===== config.mk =====
export PLATFORM = sky130hd
export DESIGN_NAME = mul_share_arbiter
export DESIGN_NICKNAME = d
export VERILOG_FILES = /design/src/rtl/mul_share_arbiter.sv
export SDC_FILE = /design/constraint.sdc
export NUM_CORES = 1
export LEC_CHECK = 0
export CORE_AREA = 2 2 108 110
export CTS_CLUSTER_SIZE = 24
export DETAILED_ROUTE_END_ITERATION = 6
export DIE_AREA = 0 0 110 112
export PLACE_DENSITY = 0.81
export SYNTH_ARGS = -nofsm -noshare
export SYNTH_HDL_FRONTEND = slang
export SYNTH_SLANG_ARGS = --single-unit

===== constraint.sdc =====
create_clock -name clk -period 5 [get_ports clk]
set_clock_uncertainty 0.1 [all_clocks]
set_input_delay 0.5 -clock clk [delete_from_list [all_inputs] [get_ports clk]]
set_output_delay 0.5 -clock clk [all_outputs]
set_load 0.05 [all_outputs]

===== src/rtl/mul_share_arbiter.sv =====
// Round-robin arbiter sharing one sequential multiplier between NUM_REQ
// requesters; one operation in flight, tagged result returned to its owner.
module mul_share_arbiter #(
  parameter int NUM_REQ       = 4,
  parameter int MUL_DATA_SIZE = 16,
  parameter int DATA_SIZE     = 32,
  parameter int ID_SIZE       = 4
) (
  input  logic                               clk,
  input  logic                               rst,
  input  logic [NUM_REQ-1:0]                 req_valid,
  output logic [NUM_REQ-1:0]                 req_ready,
  input  logic [NUM_REQ*MUL_DATA_SIZE-1:0]   req_a,
  input  logic [NUM_REQ*MUL_DATA_SIZE-1:0]   req_b,
  input  logic [NUM_REQ*ID_SIZE-1:0]         req_id,
  output logic [MUL_DATA_SIZE-1:0]           mul_a_in,
  output logic [MUL_DATA_SIZE-1:0]           mul_b_in,
  output logic [ID_SIZE-1:0]                 mul_id,
  output logic                               mul_valid_data,
  input  logic                               mul_ready_data,
  output logic                               mul_ready_f_res,
  input  logic                               mul_valid_res,
  input  logic [DATA_SIZE+ID_SIZE:0]         mul_result,
  output logic                               mul_written,
  output logic [NUM_REQ-1:0]                 rsp_valid,
  input  logic [NUM_REQ-1:0]                 rsp_ready,
  output logic [DATA_SIZE+ID_SIZE:0]         rsp_data
);

  localparam int GRANT_W = $clog2(NUM_REQ);

  typedef enum logic [2:0] {
    IDLE, ISSUE, WAIT, WRITE, RESP
  } state_e;

  state_e state_q, state_d;

  logic [GRANT_W-1:0] ptr_q, ptr_d;
  logic [GRANT_W-1:0] owner_q, owner_d;
  logic [GRANT_W-1:0] win, cand;
  logic               found, accept;

  logic [MUL_DATA_SIZE-1:0]    a_q, a_d;
  logic [MUL_DATA_SIZE-1:0]    b_q, b_d;
  logic [ID_SIZE-1:0]          id_q, id_d;
  logic [DATA_SIZE+ID_SIZE:0]  res_q, res_d;

  // First valid requester at or after ptr, wrapping around
  always_comb begin
    found = 1'b0;
    win   = '0;
    cand  = '0;
    for (int i = 0; i < NUM_REQ; i++) begin
      cand = GRANT_W'((int'(ptr_q) + i) % NUM_REQ);
      if (!found && req_valid[cand]) begin
        found = 1'b1;
        win   = cand;
      end
    end
  end

  assign accept = (state_q == IDLE) && !rst
                && mul_ready_data && found;

  always_ff @(posedge clk) begin
    if (rst) begin
      state_q <= IDLE;
      ptr_q   <= '0;
      owner_q <= '0;
      a_q     <= '0;
      b_q     <= '0;
      id_q    <= '0;
      res_q   <= '0;
    end else begin
      state_q <= state_d;
      ptr_q   <= ptr_d;
      owner_q <= owner_d;
      a_q     <= a_d;
      b_q     <= b_d;
      id_q    <= id_d;
      res_q   <= res_d;
    end
  end

  always_comb begin
    state_d = state_q;
    unique case (state_q)
      IDLE:  if (accept) state_d = ISSUE;
      ISSUE: state_d = WAIT;
      WAIT:  if (mul_valid_res) state_d = WRITE;
      WRITE: state_d = RESP;
      RESP:  if (rsp_ready[owner_q]) state_d = IDLE;
      default: state_d = IDLE;
    endcase
  end

  // Operands stay latched after issue; the multiplier samples them late
  always_comb begin
    ptr_d   = ptr_q;
    owner_d = owner_q;
    a_d     = a_q;
    b_d     = b_q;
    id_d    = id_q;
    res_d   = res_q;
    if (accept) begin
      ptr_d   = (win == GRANT_W'(NUM_REQ - 1)) ? '0 : win + 1'b1;
      owner_d = win;
      a_d     = req_a[int'(win)*MUL_DATA_SIZE +: MUL_DATA_SIZE];
      b_d     = req_b[int'(win)*MUL_DATA_SIZE +: MUL_DATA_SIZE];
      id_d    = req_id[int'(win)*ID_SIZE +: ID_SIZE];
    end
    if (state_q == WAIT && mul_valid_res)
      res_d = mul_result;
  end

  always_comb begin
    req_ready = '0;
    rsp_valid = '0;
    if (accept)
      req_ready[win] = 1'b1;
    if (state_q == RESP)
      rsp_valid[owner_q] = 1'b1;
    mul_valid_data  = (state_q == ISSUE);
    mul_written     = (state_q == WRITE);
    mul_ready_f_res = (state_q == IDLE) || (state_q == ISSUE)
                   || (state_q == WAIT);
  end

  assign mul_a_in = a_q;
  assign mul_b_in = b_q;
  assign mul_id   = id_q;
  assign rsp_data = res_q;

endmodule

; ---- Word-level counts from Yosys, hierarchy flattened
; Index checks and enable logic that the tools add are counted.
[op_classes]
shift = 3
n_eq_ne = 8
order_cmp = 8
n_addsub = 4
div = 0
n_reduce_logical = 17
n_mux = 29
n_bitwise = 0
multipliers = 0
[op_table]
columns = op, n
row1 = 64-bit by 7-bit indexed part select with 16-bit output, 2
row2 = 2-bit by 3-bit less-than comparator with 1-bit output (second input constant), 6
row3 = 16-bit by 5-bit indexed part select with 4-bit output, 1
row4 = 3-bit case mux with 5 select lines, 1
row5 = 1-bit 2-to-1 mux, 11
row6 = 1-bit binary-select mux with 2-bit select, 5
row7 = 2-bit 2-to-1 mux, 5
row8 = 1-bit logical AND, 9
row9 = 3-bit 2-to-1 mux, 3
row10 = 4-bit 2-to-1 mux, 2
row11 = 3-bit by 2-bit == test with 1-bit output (second input constant), 2
row12 = 2-bit inequality test (second input constant), 3
row13 = 2-bit by 1-bit adder with 2-bit output (second input constant), 2
row14 = 2-bit adder (second input constant), 2
row15 = 1-bit demux with 2-bit select, 2
row16 = 2-bit by 1-bit >= comparator with 1-bit output (second input constant), 2
row17 = 1-bit zero test, 4
row18 = 3-bit by 1-bit == test with 1-bit output (second input constant), 1
row19 = 3-bit == test (second input constant), 1
row20 = 3-bit zero test, 1
row21 = 3-bit AND reduction, 1
row22 = 2-bit == test (second input constant), 1
row23 = 1-bit logical OR, 2
[totals]
register_bits = 80
wordCells = 76
latch_bits = 0
romBits = 0
ramBits = 0
mem_count = 0
input_bits = 193

; ---- Depth between registers and ports, before layout
[logic_depth]
word_depth = 17
depth_mapped = 9
mapped_depth_nobuf = 7

; ---- Worst setup path after synthesis
; Ideal clock, no wire load.
[synth_path]
path_kind = in2out
start = input rst
end = output req_ready[0]
cell_stages = 5
n_path_buf = 2
t_arrival_ns = 2.039
path_slack_ns = 2.361
cell_sequence = clkbuf_2 or3_4 nor4b_4 buf_6 and2_1
[synth_between]
elab_chain_cells = 5
[synth_lines]
columns = item, line_no
row1 = start: declaration, 10  ; input logic rst,
row2 = 1-bit zero test, 62  ; assign accept = (state_q == IDLE) && !rst
row3 = 1-bit logical AND, 62
row4 = 1-bit logical AND (2 in series), 63  ; && mul_ready_data && found;
row5 = 4-bit 2-to-1 mux, 119  ; if (accept)
row6 = end: declaration, 12  ; output logic [NUM_REQ-1:0] req_ready,
; No other way between the ends.

; ---- Worst setup path after layout
[layout_path]
start = input req_valid[0]
end = output req_ready[1]
[layout_between]
elab_chain_cells = 17
elab_cells_between_ends = 29
classes_between = order compare (2) / mux (19) / reduce/logical (8)
[layout_lines]
columns = item, line_no
row1 = start: declaration, 11  ; input logic [NUM_REQ-1:0] req_valid,
row2 = 1-bit binary-select mux with 2-bit select, 55  ; if (!found && req_valid[cand]) begin
row3 = 1-bit 2-to-1 mux (implied by the code), 55
row4 = 1-bit 2-to-1 mux, 55
row5 = 1-bit zero test, 55
row6 = 1-bit logical AND, 55
row7 = 1-bit 2-to-1 mux, 55
row8 = 1-bit zero test, 55
row9 = 1-bit logical AND, 55
row10 = 1-bit 2-to-1 mux, 55
row11 = 1-bit zero test, 55
row12 = 1-bit logical AND, 55
row13 = 2-bit 2-to-1 mux, 55
row14 = 2-bit by 3-bit less-than comparator with 1-bit output (implied by the code) / 2-bit by 1-bit >= comparator with 1-bit output (equally long branches), 120  ; req_ready[win] = 1'b1;
row15 = 1-bit logical AND (implied by the code), 120
row16 = 1-bit 2-to-1 mux (implied by the code), 120
row17 = 1-bit demux with 2-bit select, 120
row18 = 4-bit 2-to-1 mux *, 119
; Every way passes the cells marked *; elsewhere a longest branch is shown, timed or not. The select of a mux whose other input is x is not followed.

==> qor.yml <==
path_max_fanout: 36
finalMaxSlewViolations: 0
period_minus_slack_ns: 3.75
std_cell_rows: 39
arrival_ns: 3.15
grt_overflow_total: 0
yosys_warnings: 0
finalCritPeriodShare: 0.750
insertion_delay_ns: 0.32
path_common_cell: "clkdlybuf4s50_1"
core_area_um2: 11200
cap_violations: 0
synth_mux_area_frac: 0.199
gp_congestion: 0.901
cp.required_ns: 4.40
hp-class: "flop to flop"
synth.avg_cell_area_um2: 9.16
n_antenna_cell: 0
rr_worst_depth: 6
rsz0062_at_grt: "false"
initial_core_util: 0.347
finalSetupTns_ns: 0
drt-initial-drc-count: 194
outcome: "completed"
syn2layout_area_growth_pct: 79.3
grt_antenna_before_repair: 0
synth.yosys.seq_area_share: 0.413
min_from: "rsp_data[31]"
worst_pin_slew_ns: 1.26
ctsRootBufferMaster: "clkbuf_16"
num_vias: 4121
cts_tree: "built"
yosysTopAreaCellShare: 0.413
worstSetupEndpointType: "primary output"
drive_above_1_share: 0.0467
cts_hold_buf: 0
postCtsSetupRepairBufs: 0
cpPeakStageDelay_ns: 0.69
finalWirelength_um: 14000
synth_compound_area_frac: 0.150
setup_viol: 0
relSlewSlack: 0.154
die_w_um: 110
leakage_nw: 2.52
dp_hpwl_um: 11100
synth-edff-count: 0
ctsResizeCount: 0
synth_top_family_by_area: "multiplexers"
synth_nets: 621
synthDistinctLibCells: 37
synth_most_common_cell: "nand2_1"
ios: 277
crit_chain: "clkdlybuf4s50_1 -> a21oi_1 -> o21ai_0 -> o2bb2a_4 -> inv_1 -> ha_1 -> and2_1 -> clkdlybuf4s50_1"
syn_area_um2: 3880
fin_ws_ns: 1.25
track_usage: 0.222
hold_viol: 0
io_buffers: 276
nNetsFinal: 877
fillerInstances: 949
die_area_um2: 12300
cpMaxStageDelayCell: "clkdlybuf4s50_1"
clock-sinks: 80
grt_pass1_wl_um: 21200
syn_inst: 424
synth_top_area_cell: "dfxtp_1"
worstHoldEndpoint: "rsp_data[31]"
yosys.area_share.simple: 0.165
critPathBufInv: 3
place_area_um2: 6650
synthAdderAreaFrac: 0.0129
hold_depth: 2
clk_path_buf_depth: 2
avgRoutedWirePerCell_um: 17.0
synthTopCellsByCount: "nand2_1, dfxtp_1, mux2i_1"
yosys-top-cells-area: "dfxtp_1, mux2i_1, nand2_1"
ant_nets: 0
viasPerCell: 4.98
first_global_vias: 4236
synth-seq-cells: 80
preCtsSetupSlack_ns: 1.28
synth_flop_cell: "dfxtp_1"
grt_max_degree: 45
fmax_mhz: 267
ir_drop_v: 0.000161
cts_made_buffers: 9
synthXorXnorAreaFrac: 0.00226
htreeDepth: 3
worstSetupPathType: "primary input to primary output"
die_h_um: 112
ff2ff_setup_slack_ns: 2.27
synthArstFlopShare: 0
drt_pass1_iterations: 5
worstReg2RegEnd: "mul_a_in[0]"
crit_path_start: "req_valid[0]"
powerDensity_nw_per_um2: 295
critPathLaunchType: "primary input"
clkTransAtPathRegs_ns: 0.05
fin_area_um2: 6960
path_delay_family: "buffers and inverters"
r2r_start: "ptr_q[1]"
drc: 0
final cells by class:
cell class / count / area (um^2) / area share
clock buffers: 10 / 229 / 0.0329
well taps: 143 / 179 / 0.0257
repair buffers: 279 / 2790 / 0.400
inverters: 4 / 15.0 / 0.00216
multi-input cells: 306 / 2070 / 0.297
flip-flops and latches: 80 / 1600 / 0.230
clock inverters: 6 / 83.8 / 0.0120
report_power, final:
group | internal (mW) | total [mW] | switching [mW]
combinational | 0.302 | 0.654 | 0.352
sequential | 0.691 | 0.723 | 0.0328
clock | 0.435 | 0.679 | 0.244
total | 1.43 | 2.06 | 0.629
sequential cells by signal (all words and copies together) (netlist names):
name,cells
ptr_q,2
mul_id,4
owner_q,2
state_q,3
rsp_data,37
mul_b_in,16
mul_a_in,16
worst min-delay path: stages, from the launching register on:
cell and delay (ns):
dfxtp_1 0.30, nand2_1 0.05, a21oi_1 0.05
metal layers:
layer | GRT usage | wire length (um) | vias to the layer above | part of all wire
met4 | 0.0591 | 214 | 0 | 0.015
met3 | 0.0720 | 1330 | 14 | 0.095
met5 | 0 | 0 | - | 0
met2 | 0.421 | 7380 | 178 | 0.53
li1 | - | - | 2011 | -
met1 | 0.228 | 5110 | 1918 | 0.36
logic make-up (layout without fill, tap and decap cells):
group | count (synthesis) | count (layout)
and+or+nand+nor | 142 | 142
AOI/OAI and AO/OA | 83 | 83
DFF | 80 | 80
muxes | 76 | 76
buffers and inverters | 38 | 299
adders and majority gates | 4 | 4
xor gates and xnor gates | 1 | 1
cell usage in the layout, fill, tap and decap left out, types with 2 or more instances in the layout:
cell | netlist | routed
bufinv_16 | 0 | 2
clkinv_2 | 0 | 3
dfxtp_1 | 80 | 80
inv_1 | 4 | 4
o221ai_2 | 3 | 3
nand2_1 | 112 | 112
nand2_4 | 2 | 2
ha_1 | 4 | 4
buf_4 | 1 | 3
clkdlybuf4s50_1 | 0 | 276
clkbuf_16 | 0 | 9
nand2b_1 | 2 | 2
o221ai_1 | 33 | 33
a21oi_1 | 43 | 43
nor3b_1 | 3 | 3
and2_1 | 4 | 4
nor2_1 | 6 | 6
and3_1 | 2 | 2
mux2i_1 | 75 | 75
worst max path at each step:
stage | to | slack, ns | depth (start not counted)
floorplan | req_ready[0] | 2.36 | 5
global placement | req_ready[3] | 1.40 | 7
detailed placement | req_ready[1] | 1.28 | 8
CTS | req_ready[1] | 1.28 | 8
global route | req_ready[1] | 1.13 | 8
finish | req_ready[1] | 1.25 | 8
through the flow:
step                power (mW)   util  std cells  hold WS [ns]
floorplan                 1.10      -        424         0.391
global placement          1.38  0.595        812         0.342
detailed placement        1.39  0.595        812         0.347
CTS                       2.08  0.623        828         0.355
global route              2.15  0.623        828         0.384
finish                    2.06  0.623        828         0.353
Note: power is estimated with default switching activity, not from simulation.
==> edit 1, RTL diff (same flow settings) <==
Set the parameter `MUL_DATA_SIZE` to 8 (it was 16).
--- a/src/rtl/mul_share_arbiter.sv
+++ b/src/rtl/mul_share_arbiter.sv
@@ -4,3 +4,3 @@
   parameter int NUM_REQ       = 4,
-  parameter int MUL_DATA_SIZE = 16,
+  parameter int MUL_DATA_SIZE = 8,
   parameter int DATA_SIZE     = 32,
Ports: changed (resized mul_a_in, mul_b_in, req_a and req_b); port bits go from 277 to 197. The function was not compared with the original's and may differ.
==> edit 1 against the original RTL <==
  * Largest power group is now the clock network
  * Routed wire length decreased by 16%
  * Final area decreased by 19%
  * Sequential power shrank 21%
  * Sequential cell count is 16 lower
  * Total power decreased by 19%
  * Critical path type unchanged
  * Area after synthesis shrank 15%
  * Critical path depth down 1
  * Worst setup slack better by 0.0024 ns
==> edit 1: results <==
{
  "r2r_setup_slack_ns": 2.62,
  "grt_util_met2_pct": 34.2,
  "syn_area_mm2": 0.00329,
  "final_nets": 699,
  "wire_per_inst_um": 16.4,
  "peakVddDrop_v": 0.000124,
  "clkCellAreaFrac_pct": 5.49,
  "grt_max_degree": 48,
  "place_hpwl_mm": 8.72,
  "dr.pass1.iters": 4,
  "place_ws_ns": 1.24,
  "status": "complete, no violations",
  "grt_use_met3_pct": 6.91,
  "gp_congestion": 0.770,
  "seq_share_pct": 22.9,
  "max_stage_delay_ns": 0.92,
  "num-nonclk-buffers": 204,
  "grt_use_met1_pct": 18.2,
  "crit_slowest_cell": "clkdlybuf4s50_1",
  "cp_max_fo": 13,
  "grt_pass1_wl_mm": 17.5,
  "buf_share_pct": 36.1,
  "drive_gt1_share_pct": 7.67,
  "synth_area_leaders": "dfxtp_1 (39%), nor4b_1 (9.8%), nand2_1 (9.2%)",
  "synth-seq-area-share_pct": 38.9,
  "cts_setup_buffers": 0,
  "port_buffers": 196,
  "fillCellCount": 1069,
  "synth_nets": 523,
  "synth_cell_types": 43,
  "multi_input_cells": 285,
  "post-route-min-period_ns": 3.75,
  "yosys.cell_count.top_type": "nand2_1",
  "nClkBuffers": 11,
  "p_leak_nw": 1.97,
  "via_count": 3650,
  "clk_latency_ns": 0.33,
  "inverters": 5,
  "clock-sinks": 64,
  "worst_pin_slew_ns": 1.15,
  "yosys-top-cells-count": "nand2_1 (81), dfxtp_1 (64), a21oi_1 (42), nand3_1 (42), nor4b_1 (37)",
  "grt.total_usage_pct": 18.4
}
[edit 1: cell types whose count changed in the layout (fill, tap and decap cells not counted), sizes merged, moves of 9 or more]
cell and change:
a32oi +20, buf +9, clkdlybuf4s50 -84, dfxtp -16, mux2i -55, nand2 -33, nand3 +43, nor4b +37
o221ai -36
[edit 1: metal layers]
| layer | share of wire [%] | up-vias |
|---|---|---|
| li1 | - | 1777 |
| met1 | 37 | 1685 |
| met2 | 51 | 174 |
| met3 | 10 | 14 |
| met4 | 1.5 | 0 |
| met5 | 0 | - |
[edit 1: power by group]
group	total [W]	switching (W)	internal, W
combinational	0.000460	0.000260	0.000200
sequential	0.000571	0.0000243	0.000547
clock	0.000637	0.000226	0.000411
[edit 1: stage by stage]
step                instances  total power, W  cell area [µm²]  hold slack [ns]  utilization (%)
finish                    717         0.00167             5610            0.354             50.2
detailed placement        701         0.00104             5300            0.348             47.4
CTS                       717         0.00169             5610            0.356             50.2
global placement          701         0.00103             5300            0.341             47.4
global route              717         0.00174             5610            0.370             50.2
floorplan                 393        0.000846             3290            0.384                -
[edit 1: worst paths after layout]
path | start | end | depth (start not counted)
max reg2reg | ptr_q[0] | ptr_q[0] | 10
min | rsp_data[16] | rsp_data[16] | 2
max | req_valid[2] | req_ready[2] | 7
min reg2reg | rsp_data[16] | rsp_data[16] | 2
[edit 1: kinds of logic after synthesis]
family / synth area share, %
AND/OR/NAND/NOR: 31.8
adder cells (fa/ha/maj): 0.380
flip-flops: 38.9
XOR/XNOR: 0.266
AO/OA/AOI/OAI: 14.2
buffers and inverters: 7.67
multiplexers: 6.76
[edit 1: worst min-delay path: cells and delay by family, from the launching register on]
family / cells / cell delay (ns)
flops: 1 / 0.30
simple gates: 1 / 0.05
compound gates: 1 / 0.05
==> edit 2, RTL diff (config.mk and constraints unchanged) <==
Without the edit above. Encoding of `state_e`: now one-hot (5 bits for 5 states).
--- a/src/rtl/mul_share_arbiter.sv
+++ b/src/rtl/mul_share_arbiter.sv
@@ -31,4 +31,4 @@
 
-  typedef enum logic [2:0] {
-    IDLE, ISSUE, WAIT, WRITE, RESP
+  typedef enum logic [4:0] {
+    IDLE = 5'b00001, ISSUE = 5'b00010, WAIT = 5'b00100, WRITE = 5'b01000, RESP = 5'b10000
   } state_e;
Function: same outputs for any inputs over 10 cycles, from zero or initial values and one cycle with rst high; not proved beyond that.
==> edit 2 against the original RTL <==
  * Synthesized cell count rose by 2.4%
  * Largest power group unchanged
  * Largest cell class unchanged
  * Final area rose by 2.7%
  * Worst hold slack got worse by 0.0016 ns
  * Sequential share of layout area barely moved
  * Total power fell by 1.7%
  * Sequential cell count rose by 2
  * Critical path depth fell by 2
  * Die area did not move
  * Routed wire length rose by 0.53%
  * Worst setup slack improved by 0.14 ns
  * Area after synthesis rose by 5.4%
  * Clock power rose by 4.9%
==> edit 2: results <==
{
  "synth_warnings": 0,
  "r2r-start": "ptr_q[1]",
  "async_reset_ff_share_pct": 0,
  "cp_data_arrival_time_ns": 3.01,
  "grt_util_met2_pct": 39.6,
  "synth_area_leaders": "dfxtp_1 (40%), mux2i_1 (18%), nand2_1 (10%)",
  "synth-seq-area-share_pct": 40.1,
  "fillCellCount": 945,
  "cp-start-kind": "input port",
  "min_from": "rsp_data[11]",
  "min_path_type": "flip-flop to flip-flop",
  "root_buffer": "clkbuf_16",
  "largest_register_ffs": 37,
  "ctsLongestPathBuffers": 2,
  "port_buffers": 276,
  "via_count": 4281,
  "synth_cell_types": 39,
  "grt_use_met3_pct": 9.78,
  "max_stage_delay_ns": 0.78,
  "grt_use_met1_pct": 23.6,
  "antenna_found_initial": 2,
  "status": "complete, no violations",
  "htree_levels": 3,
  "yosys-top-cells-count": "nand2_1 (111), dfxtp_1 (82), mux2i_1 (75)",
  "crit_family": "buffers and inverters",
  "grt_pass1_wl_mm": 21.9,
  "synth_nets": 628,
  "crit_path_start": "req_valid[0]",
  "synth_ff_type": "dfxtp_1",
  "finalHoldViolCount": 0,
  "cts_resized": 0,
  "place_hpwl_mm": 10.9,
  "clk_latency_ns": 0.33,
  "crit_slowest_cell": "clkdlybuf4s50_1",
  "r2r_cells": 6,
  "path_clk_slew_ns": 0.06,
  "cp_max_fo": 10,
  "p_leak_nw": 2.60,
  "placed_area_mm2": 0.00683,
  "cts_made_buffers": 9,
  "cts_setup_buffers": 0,
  "drt_iter0_drc": 227,
  "grt_pass1_vias": 4439,
  "gp_congestion": 0.834,
  "drt-total-wl_mm": 14.1,
  "grt_max_degree": 73,
  "grt.total_usage_pct": 22.8,
  "final_nets": 886,
  "dr.pass1.iters": 4,
  "min_path_cells": 2,
  "peakVddDrop_v": 0.000173,
  "drive_gt1_share_pct": 6.74,
  "worst_pin_slew_ns": 1.23
}
edit 2: worst paths after layout:
kind	endpoint	slack, ns
hold reg to reg	rsp_data[11]	0.35
setup / recovery	req_ready[2]	1.39
setup reg to reg	mul_a_in[6]	2.68
hold / removal	rsp_data[11]	0.35
edit 2: stage by stage:
step / std cells / setup WS [ns] / utilization [%]
2_1_floorplan: 434 / 1.45 / -
3_3_place_gp: 824 / 1.48 / 61.1
3_5_place_dp: 824 / 1.41 / 61.1
4_1_cts: 840 / 1.39 / 64.0
5_1_grt: 840 / 1.30 / 64.0
6_report: 841 / 1.39 / 64.0
edit 2: worst min-delay path, stage by stage (launching register included):
cell and delay [ns]:
dfxtp_1 0.31, nand2_1 0.05, a21oi_1 0.05
edit 2: where the power goes:
part	switching (W)	leakage [nW]	total [W]	internal, W
Sequential	0.0000237	0.667	0.000718	0.000694
Combinational	0.000303	1.78	0.000591	0.000288
Clock	0.000262	0.156	0.000712	0.000450
Total	0.000589	2.60	0.00202	0.00143
edit 2: area by class of cell:
type	count	area, µm²	share of cell area (%)
diodes	1	2.50	0.0350
clock buffers	11	243	3.40
clock inverters	5	77.6	1.09
inverters	4	15.0	0.210
multi-input cells	315	2190	30.6
flip-flops and latches	82	1640	23.0
well taps	143	179	2.50
repair buffers	280	2800	39.2
edit 2: cell families after synthesis:
group                      share of synthesized area (%)
muxes                                               18.9
AOI/OAI and AO/OA                                   17.2
DFF                                                 40.1
and+or+nand+nor                                     16.8
xor gates and xnor gates                           0.214
buffers and inverters                               6.51
adders and majority gates                          0.306
edit 2: per-layer routing:
| layer | up-vias | part of all wire, % |
|---|---|---|
| li1 | 2064 | - |
| met1 | 1976 | 36 |
| met2 | 209 | 49 |
| met3 | 30 | 12 |
| met4 | 2 | 2.7 |
| met5 | - | 0.092 |
